**src/rtl/std_nbdcache_tag_pkg.sv**
```systemverilog
// Shared types and width helpers for the dcache tag-array controller.
package std_nbdcache_tag_pkg;

    typedef enum logic {
        INIT = 1'b0,
        RUN  = 1'b1
    } ctrl_state_e;

    function automatic int unsigned calc_addr_width(input int unsigned num_words);
        return (num_words > 32'd1) ? $clog2(num_words) : 32'd1;
    endfunction

    function automatic int unsigned calc_be_width(input int unsigned data_width,
                                                  input int unsigned byte_width);
        return (data_width + byte_width - 32'd1) / byte_width;
    endfunction

endpackage

```
**src/rtl/std_nbdcache_tag_rsp_fifo.sv**
```systemverilog
// Two-entry response FIFO holding masked per-way tag read data.
module std_nbdcache_tag_rsp_fifo #(
    parameter int unsigned Width = 128
) (
    input  logic             clk,
    input  logic             rst,
    input  logic             push,
    input  logic [Width-1:0] push_data,
    input  logic             pop,
    output logic [Width-1:0] head,
    output logic [1:0]       count,
    output logic             full,
    output logic             empty
);

    logic [Width-1:0] mem_r [2];
    logic             wr_ptr_r;
    logic             rd_ptr_r;
    logic [1:0]       count_r;
    logic             push_ok_s;
    logic             pop_ok_s;

    assign full      = (count_r == 2'd2);
    assign empty     = (count_r == 2'd0);
    assign count     = count_r;
    assign push_ok_s = push && !full;
    assign pop_ok_s  = pop && !empty;

    // Pointer, occupancy and storage update.
    always_ff @(posedge clk) begin
        if (rst) begin
            wr_ptr_r <= 1'b0;
            rd_ptr_r <= 1'b0;
            count_r  <= 2'd0;
        end else begin
            if (push_ok_s) begin
                mem_r[wr_ptr_r] <= push_data;
                wr_ptr_r        <= ~wr_ptr_r;
            end
            if (pop_ok_s) begin
                rd_ptr_r <= ~rd_ptr_r;
            end
            case ({push_ok_s, pop_ok_s})
                2'b10:   count_r <= count_r + 2'd1;
                2'b01:   count_r <= count_r - 2'd1;
                default: count_r <= count_r;
            endcase
        end
    end

    // Head is forced to zero when empty so stale storage never leaks out.
    always_comb begin
        head = '0;
        if (!empty) begin
            head = mem_r[rd_ptr_r];
        end else begin
            head = '0;
        end
    end

endmodule

```
**src/rtl/std_nbdcache_tag_ctrl.sv**
```systemverilog
// Tag-array port initiator: post-reset tag sweep, then client read/write
// arbitration onto the single-port tag SRAM with a 2-deep read response buffer.
module std_nbdcache_tag_ctrl
    import std_nbdcache_tag_pkg::*;
#(
    parameter int unsigned NumWords  = 1024,
    parameter int unsigned DataWidth = 128,
    parameter int unsigned ByteWidth = 8,
    parameter int unsigned WayCount  = 1,
    parameter int unsigned AddrWidth = calc_addr_width(NumWords),
    parameter int unsigned BeWidth   = calc_be_width(DataWidth, ByteWidth)
) (
    input  logic                          clk_i,
    input  logic                          rst_i,
    output logic                          init_done_o,
    input  logic                          req_valid_i,
    output logic                          req_ready_o,
    input  logic                          req_we_i,
    input  logic [WayCount-1:0]           req_way_i,
    input  logic [AddrWidth-1:0]          req_addr_i,
    input  logic [DataWidth-1:0]          req_wdata_i,
    input  logic [BeWidth-1:0]            req_be_i,
    output logic                          rsp_valid_o,
    input  logic                          rsp_ready_i,
    output logic [WayCount*DataWidth-1:0] rsp_rdata_o,
    output logic [WayCount-1:0]           mem_req_o,
    output logic                          mem_we_o,
    output logic [AddrWidth-1:0]          mem_addr_o,
    output logic [DataWidth-1:0]          mem_wdata_o,
    output logic [BeWidth-1:0]            mem_be_o,
    input  logic [WayCount*DataWidth-1:0] mem_rdata_i
);

    localparam int unsigned          RspWidth = WayCount * DataWidth;
    localparam logic [AddrWidth-1:0] LastAddr = AddrWidth'(NumWords - 1);

    ctrl_state_e          state_r;
    ctrl_state_e          state_next_s;
    logic [AddrWidth-1:0] sweep_cnt_r;
    logic [AddrWidth-1:0] sweep_cnt_next_s;
    logic                 init_done_r;
    logic                 inflight_r;
    logic [WayCount-1:0]  inflight_way_r;
    logic                 read_accept_s;
    logic [RspWidth-1:0]  push_data_s;
    logic [RspWidth-1:0]  fifo_head_s;
    logic [1:0]           fifo_count_s;
    logic                 fifo_full_s;
    logic                 fifo_empty_s;
    logic                 fifo_push_s;
    logic                 fifo_pop_s;
    logic                 rsp_pop_s;
    logic [2:0]           occupancy_s;

    assign init_done_o = init_done_r;

    // State, sweep counter and the single outstanding read slot.
    always_ff @(posedge clk_i) begin
        if (rst_i) begin
            state_r        <= INIT;
            sweep_cnt_r    <= '0;
            init_done_r    <= 1'b0;
            inflight_r     <= 1'b0;
            inflight_way_r <= '0;
        end else begin
            state_r     <= state_next_s;
            sweep_cnt_r <= sweep_cnt_next_s;
            init_done_r <= (state_next_s == RUN);
            inflight_r  <= read_accept_s;
            if (read_accept_s) begin
                inflight_way_r <= req_way_i;
            end
        end
    end

    // Returning SRAM data is masked so unselected ways read as zero.
    always_comb begin
        push_data_s = '0;
        for (int w = 0; w < int'(WayCount); w++) begin
            if (inflight_way_r[w]) begin
                push_data_s[w*DataWidth +: DataWidth] = mem_rdata_i[w*DataWidth +: DataWidth];
            end else begin
                push_data_s[w*DataWidth +: DataWidth] = '0;
            end
        end
    end

    // An empty FIFO passes the arriving read straight through, giving
    // one-cycle read latency; the credit counts a same-cycle pop as free.
    always_comb begin
        rsp_valid_o = !fifo_empty_s || inflight_r;
        if (!fifo_empty_s) begin
            rsp_rdata_o = fifo_head_s;
        end else if (inflight_r) begin
            rsp_rdata_o = push_data_s;
        end else begin
            rsp_rdata_o = '0;
        end
        rsp_pop_s   = rsp_valid_o && rsp_ready_i;
        fifo_pop_s  = rsp_ready_i && !fifo_empty_s;
        fifo_push_s = inflight_r && !fifo_full_s && !(fifo_empty_s && rsp_ready_i);
        occupancy_s = {1'b0, fifo_count_s} + {2'b00, inflight_r} - {2'b00, rsp_pop_s};
    end

    // Next-state, request handshake and SRAM port drive.
    always_comb begin
        state_next_s     = state_r;
        sweep_cnt_next_s = sweep_cnt_r;
        req_ready_o      = 1'b0;
        read_accept_s    = 1'b0;
        mem_req_o        = '0;
        mem_we_o         = 1'b0;
        mem_addr_o       = '0;
        mem_wdata_o      = '0;
        mem_be_o         = '0;
        case (state_r)
            INIT: begin
                if (!rst_i) begin
                    mem_req_o  = '1;
                    mem_we_o   = 1'b1;
                    mem_addr_o = sweep_cnt_r;
                    mem_be_o   = '1;
                    if (sweep_cnt_r == LastAddr) begin
                        sweep_cnt_next_s = '0;
                        state_next_s     = RUN;
                    end else begin
                        sweep_cnt_next_s = sweep_cnt_r + 1'b1;
                    end
                end else begin
                    sweep_cnt_next_s = '0;
                end
            end
            RUN: begin
                if (!rst_i) begin
                    if (req_we_i) begin
                        req_ready_o = 1'b1;
                    end else begin
                        req_ready_o = (occupancy_s < 3'd2);
                    end
                    if (req_valid_i && req_ready_o) begin
                        mem_req_o  = req_way_i;
                        mem_we_o   = req_we_i;
                        mem_addr_o = req_addr_i;
                        if (req_we_i) begin
                            mem_wdata_o = req_wdata_i;
                            mem_be_o    = req_be_i;
                        end else begin
                            read_accept_s = 1'b1;
                        end
                    end
                end else begin
                    req_ready_o = 1'b0;
                end
            end
            default: begin
                state_next_s     = INIT;
                sweep_cnt_next_s = '0;
            end
        endcase
    end

    std_nbdcache_tag_rsp_fifo #(
        .Width (RspWidth)
    ) u_rsp_fifo (
        .clk       (clk_i),
        .rst       (rst_i),
        .push      (fifo_push_s),
        .push_data (push_data_s),
        .pop       (fifo_pop_s),
        .head      (fifo_head_s),
        .count     (fifo_count_s),
        .full      (fifo_full_s),
        .empty     (fifo_empty_s)
    );

endmodule
```
**config.mk**
```make
export PLATFORM = sky130hd
export DESIGN_NAME = std_nbdcache_tag_ctrl
export DESIGN_NICKNAME = d
export VERILOG_FILES = /design/src/rtl/std_nbdcache_tag_pkg.sv /design/src/rtl/std_nbdcache_tag_rsp_fifo.sv /design/src/rtl/std_nbdcache_tag_ctrl.sv
export SDC_FILE = /design/constraint.sdc
export NUM_CORES = 1
export LEC_CHECK = 0
export CAP_MARGIN = 20
export CORE_AREA = 2 2 224 226
export DETAILED_ROUTE_END_ITERATION = 7
export DIE_AREA = 0 0 226 228
export PLACE_DENSITY = 0.67
export SLEW_MARGIN = 20
export SYNTH_ARGS = -nofsm -noshare
export SYNTH_HDL_FRONTEND = slang
export SYNTH_HIERARCHICAL = 1
export SYNTH_SLANG_ARGS = --single-unit
```
**constraint.sdc**
```tcl
create_clock -name clk_i -period 18 [get_ports clk_i]
set_input_delay 5.4 -clock clk_i [delete_from_list [all_inputs] [get_ports clk_i]]
set_output_delay 5.4 -clock clk_i [all_outputs]
set_load 0.005 [all_outputs]
```
# Yosys cells after proc, flatten, opt, wreduce, memory -nomap -nowiden
# Memory sizes are Yosys's and may differ from the RTL's. A register that Yosys moved wholly into a read port is not among the register bits.
# Cells that the tools add are included.
# totals
out_inout_bits	287
reg_bits	17
mem_count	1
inputBits	288
elab_cells	76
ramBits	256
# mem_list
name	depth	word_bits	read_ports	rd_ports_with_merged_regs	wr	line_no	text
u_rsp_fifo.mem_r	2	128	1	1	1	std_nbdcache_tag_rsp_fifo.sv:16	logic [Width-1:0] mem_r [2];
# op_classes
add_sub_neg	5
n_mux	41
n_reduce_logical	14
n_lt_le_gt_ge	1
n_eq_ne	4
n_bitwise	3
# ops
cell	count
128-bit two-way mux	7
16-bit two-way mux	4
10-bit two-way mux	4
16-bit one-hot mux with 2 select lines	1
1-bit two-way mux	21
10-bit one-hot mux with 2 select lines	1
10-bit by 1-bit adder with 10-bit output (second input constant)	1
10-bit == test (second input constant)	1
1-bit logical AND	8
2-bit == test (second input constant)	2
1-bit one-hot mux with 2 select lines	2
2-bit one-hot mux with 2 select lines	1
2-bit by 1-bit adder with 3-bit output	1
1-bit zero test	3
3-bit by 2-bit < comparator with 1-bit output (second input constant)	1
1-bit NOT	3
3-bit by 1-bit subtractor with 3-bit output	1
2-bit by 1-bit adder with 2-bit output (second input constant)	1
2-bit by 1-bit == test with 1-bit output (second input constant)	1
2-bit zero test	1
2-bit nonzero test	1
2-bit by 1-bit subtractor with 2-bit output (second input constant)	1
1-bit logical OR	1

# Logic depth before layout (Yosys ltp)
# Gate-level depths: netlist (run 1).
# logic_depth
depth_word	13
ltp_mapped	13

# Hierarchy
# The synthesis (run 1) kept the hierarchy.
# by_module_without_submodules
module	area_per_inst_um2	cells_per_inst	instances	seq_area_each_um2
std_nbdcache_tag_rsp_fifo	9821.9	566	1	7787.5
std_nbdcache_tag_ctrl	4327.9	836	1	260.2

# Worst setup path before layout (run 1)
# Ideal clock, no wire load.
# synth_path
path_kind	input to register
start	input port rsp_ready_i
end	memory u_rsp_fifo.mem_r[1][0], enable pin
arrival_ns	15.083
path_buffers	0
slack_ns	2.116
path_stages	3
t_required_ns	17.199
path_cell_list	a211oi_1 > nand2b_1 > nor3b_1
# synth_via
elab_chain_cells	7
# synth_rtl
element	line_no	text
from (decl)	std_nbdcache_tag_ctrl.sv:24	input logic rsp_ready_i,
1-bit logical AND	std_nbdcache_tag_ctrl.sv:101	fifo_push_s = inflight_r && !fifo_full_s && !(fifo_empty_s && rsp_ready_i);
1-bit zero test	std_nbdcache_tag_ctrl.sv:101	
1-bit logical AND	std_nbdcache_tag_ctrl.sv:101	
1-bit logical AND	std_nbdcache_tag_rsp_fifo.sv:26	assign push_ok_s = push && !full;
1-bit two-way mux	std_nbdcache_tag_rsp_fifo.sv:36	if (push_ok_s) begin
1-bit two-way mux	std_nbdcache_tag_rsp_fifo.sv:31	if (rst) begin
1-bit two-way mux (not written as such)	std_nbdcache_tag_rsp_fifo.sv:37	mem_r[wr_ptr_r] <= push_data;
to (decl)	std_nbdcache_tag_rsp_fifo.sv:16	
# No other way between the ends.

# Final worst setup path (run 1)
# layout_path
start	input port rst_i
end	output port mem_wdata_o[12]
# layout_via
elab_chain_cells	2
# layout_rtl
element	line_no	text
from (decl)	std_nbdcache_tag_ctrl.sv:14	input logic rst_i,
128-bit two-way mux	std_nbdcache_tag_ctrl.sv:134	if (!rst_i) begin
128-bit two-way mux	std_nbdcache_tag_ctrl.sv:116	case (state_r)
to (decl)	std_nbdcache_tag_ctrl.sv:29	output logic [DataWidth-1:0] mem_wdata_o,
# No other way between the ends.

==> flow_summary_export.csv, run 1 <==
group,metric,value,unit
sta,tightest_slew,1.052,ns
sta,maxSlewHeadroom,0.2985,
worst_setup_path,reg2reg_slack,14.52,ns
routing,routed_via_density,4.515,
routing,drt_iter0_markers,625,
worst_setup_path,worstPathArrival,8.64,ns
pwr,combPwrFrac,0.061,
final_layout,utilization,0.4368,
routing,ant_nets,0,
global_route,grt_max_degree,146,
pwr,p_clk_frac,0.459,
final_layout,final_cell_area,21560,sq um
routing,firstDrtPassIters,4,
global_route,grtUsageTotal,0.1973,
floorplan,coreArea,49350,sq um
clock_network,path_clk_slew,0.06,ns
sta,finalSetupViolCount,0,
final_layout,final_layout_size_suffix_gt1_frac,0.03781,
worst_setup_path,reg2reg_to,"u_rsp_fifo/mem_r[1][116]",
pwr,max-vdd-ir-drop,49.68,uV
clock_network,htree_num_levels,2,
worst_setup_path,path_class,"in2out",
pwr,intPower,1.136,mW
yosys,synth_edf_count,256,
place,io_buffers,574,
worst_hold_path,min_from,"u_rsp_fifo/rd_ptr_r",
worst_setup_path,r2r-start,"u_rsp_fifo/count[1]",
clock_network,numCtsBuffers,34,
worst_hold_path,holdPathEnd,"u_rsp_fifo/rd_ptr_r",
clock_network,hold_buffers,0,
pwr,power_switching,0.2935,mW
global_route,grt_antenna_before_repair,20,
worst_hold_path,hp-class,"reg2reg",
floorplan,initial_utilization,0.2867,
global_route,grt_pass1_wl,75.46,mm
final_layout,areaGrowthSynthToFinish,52.36,%
floorplan,die_y,228,um
yosys,ys_types,44,
pwr,p_seq_frac,0.481,
yosys,yosys_warnings,6,
final_layout,layout_common_cells,"574 x clkdlybuf4s50_1, 272 x inv_1, 256 x edfxtp_1",
sta,post-route-min-period,14.04,ns
pwr,swShare,0.2053,
final_layout,ff_latch_area,8055,sq um
worst_setup_path,endpoint_kind,"output pin",
yosys,syn-cell-area,14150,sq um
final_layout,nFillCells,4655,
worst_hold_path,hold_depth,2,
worst_setup_path,crit_path_start_kind,"input pin",
worst_setup_path,reg2regPathDepth,6,
place,gp_congestion,0.9852,
yosys,synth_nets,1694,
floorplan,die-width,226,um
sta,setup_tns,0,ns
sta,rsz0062_at_grt,"no",
yosys,synth_largest_area_cell,"edfxtp_1",
sta,timing.final.crit_share,0.7801,
final_layout,multi_input_area,4695,sq um
yosys,synthFlopType,"edfxtp_1",
global_route,overflow,0,
clock_network,clock_latency,0.54,ns
sta,skew,0.02399,ns
clock_network,postCtsSetupBuffers,0,
place,hpwlAfterDp,39.12,mm
run,maxCapViolCount,0,
clock_network,clockRootBuffer,"clkbuf_16",
yosys,yosysSeqAreaShare,0.5688,
routing,wirelength,52.80,mm
floorplan,die_area,51530,sq um
final_layout,layout_commonest_cell,"clkdlybuf4s50_1",
yosys,avgSynthCellArea,10.09,sq um
pwr,power.leakage,7.467,nW
pwr,power-per-cell-area,66.31,nW/um^2
sta,slew_violations,0,
floorplan,pin_count,575,
clock_network,post_cts_resized,0,
clock_network,cts_tree,"done",
yosys,synthTopCellsByArea,"edfxtp_1 54%, mux2i_1 9.1%, inv_1 7.2%",
routing,drc,0,
yosys,async_flop_share,0,
place,place_area,20450,sq um
run_status,status,"complete, no violations",
sta,final_hold_viol_count,0,
clock_network,clockBufferDepth,3,
routing,num_vias,11880,
sta,fmax,71.22,MHz
worst_setup_path,critPathRequiredTime,12.60,ns
worst_setup_path,crit_fanout,104,
clock_network,cts_sinks,274,
yosys,syn_inst,1402,
yosys,synth-seq-cells,274,
global_route,grt_pass1_vias,11808,
floorplan,num_rows,82,
routing,wire_per_inst,20.07,um
yosys,synth_top_cell_area_share,0.5433,
final_layout,nets,2224,
## cells by family after synthesis
logic type	synth area share
muxes	0.09125
DFF	0.5688
xor gates and xnor gates	0.003714
AOI/OAI and AO/OA	0.08206
buffers and inverters	0.1025
adders and majority gates	0.004068
and+or+nand+nor	0.1477
## power groups by stage
stage / Combinational (mW) / Sequential [mW] / Clock, mW
finish: 0.0865 / 0.687 / 0.656
detailed placement: 0.0867 / 0.700 / 0
global placement: 0.0869 / 0.700 / 0
global route: 0.0899 / 0.687 / 0.700
floorplan: 0.00654 / 0.700 / 0
CTS: 0.0874 / 0.687 / 0.677
## synth_stat cells, types with 2 or more instances
library cell	instances
a21o_1	16
a21oi_1	7
and2_1	129
buf_1	4
buf_2	28
buf_4	9
clkbuf_1	52
dfxtp_1	18
edfxtp_1	256
ha_1	3
inv_1	272
mux2i_1	129
nand2_1	150
nand4_1	2
nor2_1	136
nor2b_1	6
nor3b_1	2
o21a_1	2
o21ai_0	5
o22ai_1	132
o31ai_1	3
o32ai_1	9
or3_1	4
or4_1	4
xnor2_1	2
xor2_1	4
## worst max-delay path by stage
stage / from / end / slack [ns] / cells after the start
2_1_floorplan: rsp_ready_i / u_rsp_fifo/mem_r[1][0] / 2.12 / 3
3_3_place_gp: rst_i / mem_wdata_o[12] / 3.89 / 6
3_5_place_dp: rst_i / mem_wdata_o[68] / 3.76 / 6
4_1_cts: rst_i / mem_wdata_o[68] / 3.74 / 6
5_1_grt: rst_i / mem_wdata_o[68] / 3.85 / 7
6_report: rst_i / mem_wdata_o[12] / 3.96 / 7
## per-layer routing
layer	GRT usage	part of all wire	up-vias
met5	0	0.0034	-
li1	-	-	5719
met4	0.07512	0.034	28
met1	0.2232	0.38	5617
met2	0.3455	0.50	420
met3	0.06118	0.076	96
## metrics by stage
stage	worst slack [ns]	total power [mW]	std cells	hold WS [ns]
after global placement	3.887	0.7872	2567	0.4861
after global routing	3.851	1.477	2630	0.5508
final	3.958	1.430	2631	0.5104
after CTS	3.742	1.452	2628	0.5105
after detailed placement	3.756	0.7871	2567	0.4917
after floorplan	2.116	0.7070	1402	0.4609
## worst max-delay path: stages
cell	delay (ns)
clkdlybuf4s50_1	0.44
buf_4	0.25
nor2b_1	0.68
and3_4	0.59
buf_16	0.32
and2_1	0.29
clkdlybuf4s50_1	0.57
## sequential cells by signal, summed over array words and instances, names as in the netlist, named ones only
name / count
inflight_r: 1
inflight_way_r: 1
init_done_o: 1
sweep_cnt_r: 10
u_rsp_fifo/count: 2
u_rsp_fifo/mem_r: 256
u_rsp_fifo/rd_ptr_r: 1
u_rsp_fifo/wr_ptr_r: 1
## cell type report
type | count | area share
Inverter | 272 | 0.04736
Timing Repair Buffer | 588 | 0.2723
Multi-Input combinational cell | 762 | 0.2178
Antenna cell | 2 | 0.0002322
Clock inverter | 19 | 0.007835
Clock buffer | 42 | 0.04185
Tap cell | 672 | 0.03900
Sequential cell | 274 | 0.3737
No activity file was read; power rests on OpenSTA's default activity.
==> inputs of run 2 (changes only) <==
==> constraint.sdc (replaced) <==
create_clock -name clk_i -period 13.7 [get_ports clk_i]
set_input_delay 4.11 -clock clk_i [delete_from_list [all_inputs] [get_ports clk_i]]
set_output_delay 4.11 -clock clk_i [all_outputs]
set_load 0.005 [all_outputs]
==> run 2 against run 1 <==
  * First-iteration DRC count up 30%
  * Final cell count down 0.11%
  * Clock power up 18%
  * Register-to-register slack lost 4.5 ns
  * Global-route usage fell by 0.16 points
  * Worst hold slack worse by 0.0021 ns
  * Worst setup slack got worse by 1.8 ns
  * Utilization shrank 0.27 points
  * Routed wire length down 0.45%
==> flow_summary_export.csv, run 2 (synthesis results as in run 1) <==
group,metric,value,unit
routing,drt_iter0_markers,810,
worst_setup_path,crit_fanout,90,
clock_network,path_clk_slew,0.06,ns
routing,routed_via_density,4.485,
final_layout,nets,2221,
sta,finalSetupViolCount,0,
worst_setup_path,critPathRequiredTime,9.59,ns
worst_setup_path,path_cells,"clkdlybuf4s50_1 -> buf_4 -> nor2b_1 -> and3_4 -> buf_12 -> and2_1 -> clkdlybuf4s50_1",
final_layout,layout_common_cells,"574 x clkdlybuf4s50_1, 272 x inv_1, 256 x edfxtp_1",
clock_network,numCtsBuffers,31,
clock_network,clockBufferDepth,3,
clock_network,clockRootBuffer,"clkbuf_16",
routing,ant_nets,0,
routing,drc,0,
pwr,max-vdd-ir-drop,83.82,uV
worst_setup_path,crit_path_start_kind,"input pin",
floorplan,die_y,228,um
worst_setup_path,endpoint_kind,"output pin",
worst_setup_path,cp_slowest_stage_delay,0.78,ns
final_layout,layout_commonest_cell,"clkdlybuf4s50_1",
clock_network,htree_num_levels,1,
run_status,status,"complete, no violations",
worst_setup_path,crit_family,"buffers and inverters",
place,gp_congestion,1.020,
floorplan,coreArea,49350,sq um
final_layout,utilization,0.4341,
floorplan,die-width,226,um
worst_setup_path,path_class,"in2out",
sta,timing.final.crit_share,0.8438,
sta,post-route-min-period,11.56,ns
worst_setup_path,cp_common_cell,"clkdlybuf4s50_1",
pwr,power,1.788,mW
final_layout,top_register,"u_rsp_fifo/mem_r",
worst_setup_path,worstPathArrival,7.45,ns
clock_network,post_cts_resized,0,
floorplan,pin_count,575,
global_route,grt_max_degree,146,
worst_setup_path,cp_num_buf_inv,4,
global_route,grt_antenna_before_repair,16,
final_layout,final_layout_size_suffix_gt1_frac,0.03282,
sta,final_hold_viol_count,0,
sta,rsz0062_at_grt,"no",
global_route,grtUsageTotal,0.1957,
clock_network,postCtsSetupBuffers,0,
routing,wirelength,52.56,mm
sta,skew,0.01219,ns
pwr,power-per-cell-area,83.45,nW/um^2
place,place_area,20450,sq um
pwr,power.leakage,7.402,nW
worst_setup_path,crit_slowest_cell,"and3_4",
global_route,overflow,0,
place,io_buffers,574,
clock_network,clock_latency,0.58,ns
floorplan,num_rows,82,
worst_hold_path,hp-class,"reg2reg",
global_route,grt_pass1_vias,11876,
run,maxCapViolCount,0,
global_route,grt_pass1_wl,75.47,mm
final_layout,areaGrowthSynthToFinish,51.40,%
sta,whs,0.5083,ns
routing,wire_per_inst,20.00,um
floorplan,die_area,51530,sq um
clock_network,hold_buffers,0,
clock_network,cts_sinks,274,
sta,setup_tns,0,ns
routing,num_vias,11786,
final_layout,largest_reg_flops,256,
clock_network,cts_tree,"done",
sta,fmax,86.50,MHz
floorplan,initial_utilization,0.2867,
sta,maxSlewHeadroom,0.2673,
final_layout,final_cell_area,21420,sq um
sta,tightest_slew,1.099,ns
place,hpwlAfterDp,39.39,mm
sta,slew_violations,0,
routing,firstDrtPassIters,6,
-- run 2: changes by cell type in the layout (fill, tap and decap cells not counted), moves of 2 or more --
cell,delta
clkbuf_1,+2
clkbuf_16,-4
clkinv_2,-2
clkinvlp_4,-3
diode_2,+4
-- run 2: area by class of cell --
| class | count | area (sq um) |
|---|---|---|
| flip-flops and latches | 274 | 8055 |
| multi-input cells | 762 | 4695 |
| diodes | 6 | 15.01 |
| fillers | 4744 | 27930 |
| clock inverters | 14 | 120.1 |
| inverters | 272 | 1021 |
| well taps | 672 | 840.8 |
| clock buffers | 40 | 809.5 |
| repair buffers | 588 | 5867 |
-- run 2: stage by stage --
step	std cells	setup slack, ns
finish	2628	2.140
global route	2622	1.883
CTS	2621	2.078
detailed placement	2567	2.068
global placement	2567	2.223
floorplan	1402	3.657
-- run 2: worst reg2reg max path, delay by kind of cell, from the launching register on --
family | cells | cell delay, ns
and+or+nand+nor | 3 | 0.66
buffers and inverters | 3 | 1.65
DFF | 1 | 0.48
AOI/OAI and AO/OA | 1 | 0.42
-- run 2: layer usage --
layer | track usage | vias to the layer above | part of all wire
met5 | 0 | - | 0.0021
li1 | - | 5722 | -
met3 | 0.06028 | 72 | 0.087
met4 | 0.06353 | 16 | 0.029
met2 | 0.3429 | 428 | 0.50
met1 | 0.2259 | 5548 | 0.39
-- run 2: final timing paths --
check | startpoint | to | slack (ns) | cells after the start
worst max register to register | u_rsp_fifo/count[0] | u_rsp_fifo/mem_r[1][121] | 9.99 | 7
worst min-delay path | sweep_cnt_r[9] | sweep_cnt_r[9] | 0.51 | 2
worst min register to register | sweep_cnt_r[9] | sweep_cnt_r[9] | 0.51 | 2
worst max-delay path | rst_i | mem_wdata_o[39] | 2.14 | 7
-- run 2: where the power goes --
group / leakage, nW / internal (mW) / switching, mW
logic: 4.73 / 0.0811 / 0.0313
registers: 2.21 / 0.901 / 0.00138
clock network: 0.455 / 0.449 / 0.323
total: 7.40 / 1.43 / 0.356
